[config.mk]
export PLATFORM = sky130hd
export DESIGN_NAME = bcd_digit_reader
export DESIGN_NICKNAME = d
export VERILOG_FILES = /design/src/rtl/bcd_digit_reader.sv
export SDC_FILE = /design/constraint.sdc
export NUM_CORES = 1
export LEC_CHECK = 0
export BUFFER_PORTS_ARGS = -buffer_cell sky130_fd_sc_hd__buf_2
export CORE_MARGIN = 8
export CORE_UTILIZATION = 27
export CTS_BUF_LIST = sky130_fd_sc_hd__clkbuf_2 sky130_fd_sc_hd__clkbuf_4 sky130_fd_sc_hd__clkbuf_8
export CTS_CLUSTER_DIAMETER = 60
export DETAILED_ROUTE_END_ITERATION = 10
export MAX_ROUTING_LAYER = met4
export PLACE_DENSITY = 0.56
export SLEW_MARGIN = 5
export SYNTH_ARGS = -nofsm -noshare
export SYNTH_HDL_FRONTEND = slang
export SYNTH_SLANG_ARGS = --single-unit
[constraint.sdc]
create_clock -name clk -period 8.75 [get_ports clk]
set_input_delay 1.75 -clock clk [delete_from_list [all_inputs] [get_ports clk]]
set_output_delay 1.75 -clock clk [all_outputs]
set_load 0.02 [all_outputs]
[src/rtl/bcd_digit_reader.sv]
// Snapshots eleven BCD decade digits on start and streams the significant ones MSB-first over valid/ready.
// First digit is visible one cycle after start; outputs hold while digit_ready is low; done pulses after the final digit is taken.
module bcd_digit_reader #(
  parameter int MAX_EXP     = 9,
  parameter bit BLANK_ZEROS = 1'b0
) (
  input  logic       clk,
  input  logic       rst,
  input  logic [3:0] ET0,
  input  logic [3:0] ET1,
  input  logic [3:0] ET2,
  input  logic [3:0] ET3,
  input  logic [3:0] ET4,
  input  logic [3:0] ET5,
  input  logic [3:0] ET6,
  input  logic [3:0] ET7,
  input  logic [3:0] ET8,
  input  logic [3:0] ET9,
  input  logic [3:0] ET10,
  input  logic [3:0] cur_exp,
  input  logic       start,
  input  logic       digit_ready,
  output logic [3:0] digit,
  output logic [3:0] digit_idx,
  output logic       digit_valid,
  output logic       last,
  output logic       bad_digit,
  output logic       busy,
  output logic       done
);

  typedef enum logic {IDLE, SEND} state_t;

  localparam logic [3:0] MAX_E = 4'(MAX_EXP);

  state_t     state_q, state_d;
  logic [3:0] et_in  [0:10];
  logic [3:0] snap_q [0:10];
  logic [3:0] snap_d [0:10];
  logic [3:0] digit_q, digit_d;
  logic [3:0] idx_q, idx_d;
  logic       valid_q, valid_d;
  logic       last_q, last_d;
  logic       bad_q, bad_d;
  logic       busy_q, busy_d;
  logic       done_q, done_d;
  logic [3:0] e_clamp;
  logic [3:0] base_idx;
  logic [3:0] load_idx;
  logic       present;

  assign et_in[0]  = ET0;
  assign et_in[1]  = ET1;
  assign et_in[2]  = ET2;
  assign et_in[3]  = ET3;
  assign et_in[4]  = ET4;
  assign et_in[5]  = ET5;
  assign et_in[6]  = ET6;
  assign et_in[7]  = ET7;
  assign et_in[8]  = ET8;
  assign et_in[9]  = ET9;
  assign et_in[10] = ET10;

  // Start index: one above the clamped exponent, or the highest non-zero digit when blanking.
  always_comb begin
    e_clamp  = (cur_exp > MAX_E) ? MAX_E : cur_exp;
    base_idx = e_clamp + 4'd1;
    load_idx = base_idx;
    if (BLANK_ZEROS) begin
      load_idx = 4'd0;
      for (int i = 0; i < 11; i++) begin
        if ((4'(i) <= base_idx) && (et_in[i] != 4'd0)) load_idx = 4'(i);
      end
    end
  end

  always_comb begin
    state_d = state_q;
    snap_d  = snap_q;
    idx_d   = idx_q;
    digit_d = digit_q;
    valid_d = valid_q;
    last_d  = last_q;
    bad_d   = bad_q;
    busy_d  = busy_q;
    done_d  = 1'b0;
    present = 1'b0;
    case (state_q)
      IDLE: begin
        if (start) begin
          snap_d  = et_in;
          idx_d   = load_idx;
          state_d = SEND;
          valid_d = 1'b1;
          busy_d  = 1'b1;
          present = 1'b1;
        end
      end
      SEND: begin
        if (digit_ready) begin
          if (idx_q == 4'd0) begin
            state_d = IDLE;
            valid_d = 1'b0;
            busy_d  = 1'b0;
            last_d  = 1'b0;
            done_d  = 1'b1;
          end else begin
            idx_d   = idx_q - 4'd1;
            present = 1'b1;
          end
        end
      end
      default: state_d = IDLE;
    endcase
    if (present) begin
      digit_d = snap_d[idx_d];
      last_d  = (idx_d == 4'd0);
      bad_d   = (snap_d[idx_d] > 4'h9);
    end
  end

  always_ff @(posedge clk or posedge rst) begin
    if (rst) begin
      state_q <= IDLE;
      snap_q  <= '{default: 4'd0};
      idx_q   <= 4'd0;
      digit_q <= 4'd0;
      valid_q <= 1'b0;
      last_q  <= 1'b0;
      bad_q   <= 1'b0;
      busy_q  <= 1'b0;
      done_q  <= 1'b0;
    end else begin
      state_q <= state_d;
      snap_q  <= snap_d;
      idx_q   <= idx_d;
      digit_q <= digit_d;
      valid_q <= valid_d;
      last_q  <= last_d;
      bad_q   <= bad_d;
      busy_q  <= busy_d;
      done_q  <= done_d;
    end
  end

  assign digit       = digit_q;
  assign digit_idx   = idx_q;
  assign digit_valid = valid_q;
  assign last        = last_q;
  assign bad_digit   = bad_q;
  assign busy        = busy_q;
  assign done        = done_q;

endmodule

==> summary.md <==
• completed — run status
• 35 — highest net fanout along the worst path
• 0 — Antenna Nets Post-Route
• 4 — length of the first detailed-routing pass in iterations
• 119 µm — height of the die
• 16.2% — GR met2 Demand/Resource
• 57 — Sinks on Clock Net
• 298 — Post-Synthesis Cells
• 2 — cell depth of the worst hold path
• 0 ns — Setup Total Neg Slack
• 10300 µm² — Core Area
• input port — Setup crit start kind
• 0 — MaxCap Viol Count
• 30.1% — fraction of final layout cells with drive strength greater than 1
• 49.8% — top cell type's share of synthesized area
• 0 — EDFF count, synth
• 100% — share of async-settable or async-resettable flops after synthesis
• 2 — crit path buf inv count
• 0 — number of buffers inserted for hold repair after clock tree synthesis
• 49.8% — proportion of synthesized chip area in sequential cells
• 0.833 — Final Wtd Congestion
• 65 — I/O pin total
• buf_2 -> nor2b_4 -> buf_4 -> mux2_2 -> a31oi_1 -> a311oi_1 -> a21o_1 -> a221oi_2 -> a21oi_1 -> mux2_4 — Cell Chain, Critical Path
• 50.5% — normalized max-slew margin
• in2reg — path type of the worst setup path
• 3 — number of H-tree levels
• 352 — net count of the mapped netlist
• 0.0119 ns — Fin Clk Skew
• 370 nW/µm² — ratio of total power to cell area
• 33.9% — Post-Route Utilization
• sky130_fd_sc_hd__clkbuf_8 — root buf cell
• 0.737 ns — Worst-Margin Slew
• 0.07 ns — clock-pin transition on the worst setup and hold timing paths
• sky130_fd_sc_hd__nand2_1 — count leader, synth
• 486 — number of cells in the design after placement
• 0 — Syn. warnings
• 2 — Longest Clk Path Bufs
• 8.98 ns — required time of the critical path
• 64 — quantity of I/O buffers inserted on ports
• 22.1% — Area Growth Syn to Fin
• done — CTS tree
• sky130_fd_sc_hd__dfrtp_1 50%, sky130_fd_sc_hd__nand2_1 14%, sky130_fd_sc_hd__mux2_2 4.3% — ranking of synthesized cells by area
• 503 — post-route insts no fill
• 0.249 GHz — Achievable Freq
• 119 — initial DRC count
• 0 — setup repair bufs after CTS
• 1067 — total of fill cells in the finished design
• 48.5% — proportion of power drawn by combinational gates
• 0 — number of gates given a new drive strength after cts
• 3500 µm² — final cell area excluding filler cells
• digit_idx[0] — critical register-to-register path startpoint
• 119 µm — Die Wd
• 104 x sky130_fd_sc_hd__nand2_1, 57 x sky130_fd_sc_hd__dfrtp_1, 11 x sky130_fd_sc_hd__mux2_2 — most frequent cells after synthesis
• 1 — antenna violations before repair
• snap_q[16] — origin of the worst min-delay path
• 46.0% — share of the clock period used by the worst path after layout
• 758 µW — internal power
• 0 — gr ovfl total
• 9.61 µm² — average cell area after synthesis
• flop — Setup crit end kind
• 12200 µm — global-route wire length before repair
• 10 — number of logic stages on the critical path including buffering
• 0 — Final setup violation count
• 58 — largest net degree at the start of global routing
• met2 — busiest layer in global routing
• 9 — Num CTS Buffers
• 3310 µm² — cell area after placement
• 4.02 ns — Final Critical Period
• 27.8% — initial core utilization
• 57 — register bit total from synthesis
• 48 — Unique masters post-synth
• 41.4% — switching part of the total power
• 536 µW — switching power total
• sky130_fd_sc_hd__buf_4 — Critical-path top delay cell
• start — first element of the critical path
• 2388 — vias in the first global route
• 14.2% — met1 Track Usage GR
• 4.62 — via-per-instance ratio
• sky130_fd_sc_hd__dfrtp_1 — Post-synth top flop
• 0.110 mV — peak ir drop on the vdd network
• 5610 µm — estimated wirelength of the detail-placed design
• 2324 — overall via count from detail_route
• 34.2% — Flop pwr share
• 4.16% — met3 Track Usage GR
• 11 — FF-to-FF path depth
• reg2reg — class of the worst hold path
• 17.3% — relative contribution of the clock network to total power
• 0.00174 µW — static leakage
• 0 — DRC violations left
• 11.2% — GR Util All Layers
• 0 — final hold violations
• 2870 µm² — area of the mapped netlist
• 0.43 ns — biggest cell delay along the critical path
• sky130_fd_sc_hd__dfrtp_1 — Synth area leader
• 15.2 µm — average wire per standard cell
• 0.34 ns — clock latency on the worst-skew pair
• compound AO/OA/AOI/OAI gates — category of cells accounting for the largest share of critical-path delay
• false — setup repair after global routing missed its margin
• 37 — standard-cell rows
• 4.26 ns — arrival time of data at the critical path endpoint
• 7640 µm — total wirelength of the detailed-routed design
• 415 — final layout net count
• 14200 µm² — Die Outline Area
• 0 — final slew viol count
==> registers in the layout (all words and copies together), names as in the netlist <==
name / count
last: 1
snap_q: 44
bad_digit: 1
state_q: 1
digit_idx: 4
busy: 1
digit: 4
done: 1
==> per-layer routing <==
layer	part of all wire [%]	up-vias
met5	0	-
met4	1.0	0
met3	5.7	9
met2	44	56
met1	49	1112
li1	-	1147
==> worst min-delay path: cells and delay by family (launching register included) <==
kind	cells	cell delay, ns
flops	1	0.32
simple gates	2	0.11
==> metrics by stage <==
step	total power (µW)	setup slack, ns	hold WS, ns
global placement	1070	4.41	0.457
floorplan	917	4.73	0.433
global route	1390	4.52	0.501
detailed placement	1070	4.37	0.459
finish	1290	4.73	0.476
CTS	1300	4.75	0.478
==> cell usage in the layout, fill, tap and decap left out, types with 6 or more instances in the layout <==
cell type | synthesis | routed
sky130_fd_sc_hd__mux2i_1 | 6 | 6
sky130_fd_sc_hd__dfrtp_1 | 57 | 57
sky130_fd_sc_hd__a21oi_1 | 9 | 9
sky130_fd_sc_hd__nand2_1 | 104 | 104
sky130_fd_sc_hd__o21ai_0 | 6 | 6
sky130_fd_sc_hd__nor2_1 | 10 | 10
sky130_fd_sc_hd__a21o_1 | 7 | 7
sky130_fd_sc_hd__clkbuf_8 | 0 | 10
sky130_fd_sc_hd__mux2_2 | 11 | 11
sky130_fd_sc_hd__buf_2 | 6 | 64
sky130_fd_sc_hd__inv_1 | 10 | 9
==> power by group through the flow <==
| stage | combinational [µW] | clock [µW] | sequential [µW] |
|---|---|---|---|
| after floorplan | 460 | 0 | 457 |
| after global placement | 623 | 0 | 443 |
| after detailed placement | 627 | 0 | 448 |
| after CTS | 631 | 228 | 444 |
| after global routing | 691 | 243 | 456 |
| final | 628 | 224 | 443 |
==> final timing paths <==
check	to	slack (ns)
setup / recovery	bad_digit	4.73
setup reg to reg	bad_digit	5.48
min in group asynchronous	snap_q[19]	1.60
hold reg to reg	snap_q[16]	0.48
max in group asynchronous	snap_q[20]	6.66
hold / removal	snap_q[16]	0.48
==> cells by family (layout without fill, tap and decap cells) <==
kind of cell             Yosys count  after routing  synth area share, %
AO/OA/AOI/OAI                     48             48                 13.1
XOR/XNOR                           1              1                0.306
other                              0              1                    0
flip-flops                        57             57                 49.8
buffers and inverters             27             95                 4.37
AND/OR/NAND/NOR                  141            141                 21.8
multiplexers                      22             22                 9.83
adder cells (fa/ha/maj)            2              2                0.873
==> layout make-up <==
type	count	area [µm²]	area share, %
Antenna cell	1	2.50	0.0716
Clock buffer	10	138	3.94
Clock inverter	6	42.5	1.22
Inverter	11	46.3	1.32
Multi-Input combinational cell	214	1320	37.8
Sequential cell	57	1430	40.8
Tap cell	136	170	4.87
Timing Repair Buffer	68	350	10.0
Note: power is estimated with default switching activity, not from simulation.
